$ cat src/rtl/piso_serializer.sv
// Parallel-in/serial-out shifter: accepts a WIDTH-bit word on valid/ready and emits it one bit per shift_en tick.
// Define PISO_SERIALIZER_PARITY_EN to append an even-parity bit after each word.
module piso_serializer #(
  parameter int WIDTH     = 8,
  parameter bit MSB_FIRST = 1'b1
) (
  input  logic             clk,
  input  logic             reset,
  input  logic             in_valid,
  output logic             in_ready,
  input  logic [WIDTH-1:0] in_data,
  input  logic             shift_en,
  output logic             out_bit,
  output logic             out_valid,
  output logic             out_last,
  output logic             busy
);

  localparam int CNT_W = $clog2(WIDTH + 1);

`ifdef PISO_SERIALIZER_PARITY_EN
  typedef enum logic [1:0] {IDLE, SHIFT, PARITY} state_t;
  logic parity;
`else
  typedef enum logic {IDLE, SHIFT} state_t;
`endif

  state_t           state;
  logic [WIDTH-1:0] sr;
  logic [CNT_W-1:0] cnt;
  logic             last_cnt;
  logic             accept;

  function automatic logic head_bit(input logic [WIDTH-1:0] w);
    return MSB_FIRST ? w[WIDTH-1] : w[0];
  endfunction

  function automatic logic [WIDTH-1:0] shift_word(input logic [WIDTH-1:0] w);
    return MSB_FIRST ? {w[WIDTH-2:0], 1'b0} : {1'b0, w[WIDTH-1:1]};
  endfunction

  assign last_cnt = (cnt == CNT_W'(1));
  assign busy     = (state != IDLE);
  assign accept   = in_valid && in_ready;

  // A new word may load in the same cycle the final bit of the previous one leaves.
  always_comb begin
    in_ready = (state == IDLE);
`ifdef PISO_SERIALIZER_PARITY_EN
    if (state == PARITY && shift_en) in_ready = 1'b1;
`else
    if (state == SHIFT && last_cnt && shift_en) in_ready = 1'b1;
`endif
  end

  always_ff @(posedge clk or posedge reset) begin
    if (reset) begin
      state     <= IDLE;
      sr        <= '0;
      cnt       <= '0;
      out_bit   <= 1'b0;
      out_valid <= 1'b0;
      out_last  <= 1'b0;
`ifdef PISO_SERIALIZER_PARITY_EN
      parity    <= 1'b0;
`endif
    end else begin
      out_valid <= 1'b0;
      out_last  <= 1'b0;
      case (state)
        IDLE: ;
        SHIFT: begin
          if (shift_en) begin
            out_bit   <= head_bit(sr);
            out_valid <= 1'b1;
            sr        <= shift_word(sr);
            cnt       <= cnt - CNT_W'(1);
            if (last_cnt) begin
`ifdef PISO_SERIALIZER_PARITY_EN
              state    <= PARITY;
`else
              out_last <= 1'b1;
              state    <= IDLE;
`endif
            end
          end
        end
`ifdef PISO_SERIALIZER_PARITY_EN
        PARITY: begin
          if (shift_en) begin
            out_bit   <= parity;
            out_valid <= 1'b1;
            out_last  <= 1'b1;
            state     <= IDLE;
          end
        end
`endif
        default: state <= IDLE;
      endcase
      // Loading wins over the end-of-word transition so back-to-back words have no gap.
      if (accept) begin
        sr    <= in_data;
        cnt   <= CNT_W'(WIDTH);
        state <= SHIFT;
`ifdef PISO_SERIALIZER_PARITY_EN
        parity <= ^in_data;
`endif
      end
    end
  end

endmodule
$ cat config.mk
export PLATFORM = sky130hd
export DESIGN_NAME = piso_serializer
export DESIGN_NICKNAME = d
export VERILOG_FILES = /design/src/rtl/piso_serializer.sv
export SDC_FILE = /design/constraint.sdc
export NUM_CORES = 1
export LEC_CHECK = 0
export CORE_ASPECT_RATIO = 0.8
export CORE_MARGIN = 2
export CORE_UTILIZATION = 40
export CTS_BUF_LIST = sky130_fd_sc_hd__clkbuf_8
export CTS_CLUSTER_SIZE = 8
export DETAILED_ROUTE_END_ITERATION = 8
export PLACE_DENSITY_LB_ADDON = 0.05
export SLEW_MARGIN = 5
export SYNTH_ARGS = -nofsm -noshare
export SYNTH_HDL_FRONTEND = slang
export SYNTH_SLANG_ARGS = --single-unit
$ cat constraint.sdc
create_clock -name clk -period 1.5 [get_ports clk]
set_input_delay 0.225 -clock clk [delete_from_list [all_inputs] [get_ports clk]]
set_output_delay 0.225 -clock clk [all_outputs]
set_load 0.005 [all_outputs]
# [Word level (Yosys, flattened, before mapping)]
# Index checks and enable logic that the tools add are counted.
[op_classes] mul=0 div_mod_pow=0 reduce_logical=7 eq_ne=1 addsub=1 muxes=16 n_lt_le_gt_ge=0 shift=0 bitwise_logic=1
[ops] cell="$mux 8" count=3
[ops] cell="$mux 4" count=3
[ops] cell="$mux 1" count=10
[ops] cell="$eq 4x1->1 const B" count=1
[ops] cell="$reduce_and 2->1" count=2
[ops] cell="$reduce_bool 2->1" count=2
[ops] cell="$sub 4x1->4 const B" count=1
[ops] cell="$logic_and 1x1->1" count=3
[ops] cell="$not 1->1" count=1
[word_totals] romBits=0 in_bits=12 wordCells=32 n_memories=0 ff_bits=16 output_inout_bits=5 latch_bits=0 mem_bits_rw=0

# [Depth between registers and ports, before layout]
[depth] depth_word=7 ltp_mapped=5 depth_no_buf=5

# [Least setup slack after synthesis]
# OpenSTA, ideal clock, no wires.
[synth_path] path_type="register to register" startpoint="reg cnt[0]" endpoint="reg cnt[3]" required_time_ns=1.374 path_slack_ns=0.067 setup_time_ns=0.126 arrival_ns=1.307 path_stages_with_launch=5 path_buffers=0 synth_period_minus_slack_ns=1.433 cell_sequence="dfrtp_1 ha_1 and4bb_4 a31o_1 a221o_1"
[synth_between] elab_chain_cells=7 word_cells_on_any_way=12 classes_between="add/sub (1); eq/ne (1); mux (4); reduce/logical (6)"
[synth_rtl] item="start, declared" line_no="30" text="logic [CNT_W-1:0] cnt;"
[synth_rtl] item="start signal, assigned" line_no="77" text="cnt <= cnt - CNT_W'(1);"
[synth_rtl] item="start signal, assigned" line_no="103" text="cnt <= CNT_W'(WIDTH);"
[synth_rtl] item="branches (longest 7 deep; another with $sub 4x1->4)"
# Several ways; the timed one is not identified. The select of a mux whose other input is x is not followed.
# A chain may end at the register's enable or synchronous reset.

# [Worst setup path after layout]
# Same ends and word-level chain as after synthesis.

==> summary.md <==
| Metric | Value |
|---|---|
| Start-to-end type of the worst setup path | `reg2reg` |
| Area after DPL | `1040 µm²` |
| # fillers | `130` |
| Number of cells traversed by the worst register-to-register path | `4` |
| Clock Skew | `0.00245 ns` |
| Count of unique library cells instantiated by Yosys | `21` |
| Overall track demand over capacity in global routing | `0.172` |
| Run status | `completed` |
| Mean area per synthesized cell | `12.1 µm²` |
| Number of iterations in the first detailed-routing pass | `4` |
| Final core area utilization | `0.675` |
| Final worst-path setup slack | `0.0358 ns` |
| Setup tns final | `0 ns` |
| Worst supply voltage drop on vdd | `0.00106 V` |
| Die Span Y | `42.8 µm` |
| Critical-path maximum fanout | `3` |
| Routed length on met2 | `759 µm` |
| Antenna diodes | `0` |
| Number of synthesized register bits | `16` |
| Share of the clock period used by the worst path after layout | `0.976` |
| Number of antenna violations at the first check in global routing | `0` |
| Slew margin rel. | `0.706` |
| Max_cap viols | `0` |
| Gp weighted congestion | `0.806` |
| Final hold viol count | `0` |
| Total length of routed wires | `1.66 mm` |
| Vias per cell | `5.08` |
| Critical register-to-register path startpoint | `cnt[0]$_DFFE_PP0P_` |
| CORE AREA | `1690 µm²` |
| Tightest hold margin | `0.289 ns` |
| Number of routed nets with antenna violations | `0` |
| Post-synthesis async set-or-reset flop share | `1.00` |
| Number of ports placed on the die boundary | `17` |
| HP Class | `in2async` |
| Initial DRC count | `13` |
| Setup repair after global routing missed its margin | `no` |
| Timing-limited maximum frequency | `683 MHz` |
| Count of pins over their slew limit | `0` |
| Clock slew at the register clock pins of the worst setup and hold paths | `0.06 ns` |
| End of the worst register-to-register path | `cnt[3]$_DFFE_PP0P_` |
| Clock tree from TritonCTS | `built` |
| Maximum root-to-sink buffer count | `2` |
| Final critical delay including setup and external delays | `1.46 ns` |
| Portion of the post-synthesis area used by sequential elements | `0.532` |
| Routed length on met3 | `59 µm` |
| Maximum number of pins on one net before global-route repair | `17` |
| Top routing layer used | `met4` |
| Floorplan row count | `13` |
| Measured slew at the worst slew-check pin | `0.432 ns` |
| Number of synthesized flops with an enable pin | `0` |
| Total non-filler cell area in the finished layout | `1140 µm²` |
| Dominant register cell in the synthesized netlist | `sky130_fd_sc_hd__dfrtp_1` |
| Global-route wire length before repair | `2.74 mm` |
| Vias | `599` |
| Reported leakage power | `0.524 nW` |
| Instance count of the mapped netlist | `62` |
| GRT Residual Overflow | `0` |
| Post-detailed-route wirelength per cell | `14.1 µm` |
| Pre-CTS WS | `-0.173 ns` |
| Layout cells sized above 1 | `0.333` |
| DRC violations left | `0` |
| Cell Pwr Density | `1430 nW/µm²` |
| Count of input and output buffers | `16` |
| Launching element type of the critical path | `register` |
| Crit. End Element | `register` |
| Max H-tree Level | `1` |
| Total of hold buffers inserted after clock tree synthesis | `0` |
| Die X | `52.5 µm` |
| Clock network latency to the later pin of the worst-skew pair | `0.24 ns` |
| CTS sink cnt | `16` |
| Total nets after synthesis | `76` |
| Total of endpoints with negative setup slack in the final report | `0` |
| Number of buffers created by CTS | `3` |
| Starting density of the core | `0.445` |
| Area of the die | `2240 µm²` |
| Relative area change from synthesis to final layout | `51.7%` |
| FF-to-FF setup slack | `0.04 ns` |
| Total Nets Final | `112` |
| Routed length on met1 | `829 µm` |
| Cell area after synthesis | `752 µm²` |
| Syn. warnings | `0` |
| Worst path arrival time | `1.59 ns` |
| Via count of the first global-routing pass | `603` |
| Worst EP required | `1.62 ns` |
| Dpl hpwl | `1.15 mm` |
| Root Driver | `sky130_fd_sc_hd__clkbuf_8` |
routing by layer:
layer | vias up | global-route usage
met3 | 2 | 0.0669
met1 | 284 | 0.235
met5 | - | 0
met4 | 0 | 0.0462
li1 | 298 | -
met2 | 15 | 0.253
placed cells by master (no fill, tap or decap), types with 2 or more instances in the layout:
cell type	instances
sky130_fd_sc_hd__clkbuf_8	3
sky130_fd_sc_hd__mux2_2	2
sky130_fd_sc_hd__dfrtp_1	15
sky130_fd_sc_hd__and2_1	6
sky130_fd_sc_hd__a221o_1	8
sky130_fd_sc_hd__a21oi_1	3
sky130_fd_sc_hd__inv_1	5
sky130_fd_sc_hd__nand2_1	4
sky130_fd_sc_hd__clkdlybuf4s50_1	15
sky130_fd_sc_hd__a31o_1	2
sky130_fd_sc_hd__buf_4	15
area by class of cell:
class,instances,area (µm²),share of cell area
Clock buffer,3,41.3,0.0362
Timing Repair Buffer,32,288,0.252
Inverter,6,22.5,0.0197
Multi-Input combinational cell,39,360,0.316
Sequential cell,16,402,0.352
Tap cell,22,27.5,0.0241
synthesized netlist by cell type (all sizes together) (2+ instances only):
| library cell | number | area share |
|---|---|---|
| a31o | 2 | 0.023 |
| a221o | 8 | 0.11 |
| inv | 6 | 0.030 |
| mux2 | 2 | 0.030 |
| dfrtp | 16 | 0.53 |
| a21oi | 4 | 0.032 |
| nand2 | 5 | 0.025 |
| ha | 2 | 0.033 |
| and2 | 7 | 0.058 |
power breakdown:
group          internal [mW]  leakage [nW]  switching (mW)
logic                  0.416         0.299           0.247
clock network          0.177        0.0216           0.132
registers              0.572         0.203          0.0902
total                   1.17         0.524           0.469
worst max-delay path by stage:
| stage | cells past startpoint | slack, ns | to | start |
|---|---|---|---|---|
| 3_3_place_gp | 4 | -0.15 | in_ready | shift_en |
| 3_5_place_dp | 4 | -0.17 | in_ready | shift_en |
| 6_report | 4 | 0.04 | cnt[3]$_DFFE_PP0P_ | cnt[0]$_DFFE_PP0P_ |
| 4_1_cts | 5 | 0.007 | in_ready | cnt[1]$_DFFE_PP0P_ |
| 5_1_grt | 5 | 0.008 | cnt[2]$_DFFE_PP0P_ | cnt[0]$_DFFE_PP0P_ |
| 2_1_floorplan | 4 | 0.07 | cnt[3]$_DFFE_PP0P_ | cnt[0]$_DFFE_PP0P_ |
logic make-up after synthesis:
group,count (synthesis),synth area share
buffers and inverters,7,0.0399
adder cells (fa/ha/maj),2,0.0333
flip-flops,16,0.532
multiplexers,3,0.0482
AO/OA/AOI/OAI,17,0.193
AND/OR/NAND/NOR,17,0.153
critical path: stages, from the launching register on:
cell	delay [ns]
sky130_fd_sc_hd__dfrtp_1	0.42
sky130_fd_sc_hd__ha_4	0.19
sky130_fd_sc_hd__and4bb_4	0.21
sky130_fd_sc_hd__a31o_1	0.18
sky130_fd_sc_hd__a221o_1	0.35
through the flow:
step,instances,power (mW)
after CTS,116,1.57
after detailed placement,113,1.24
after global routing,118,1.75
after floorplan,62,0.973
final,118,1.63
after global placement,113,1.23
registers in the layout, summed over array words and instances (netlist names):
name / count
out_last: 1
sr: 8
out_valid: 1
cnt: 4
out_bit: 1
busy: 1
timing repair:
item	in CTS	in global routing
setup buffers	0	4
resized for setup	6	5
endpoints found under the setup margin	10	9
pin swaps	1	2
Power figures use the tool's default switching activity.
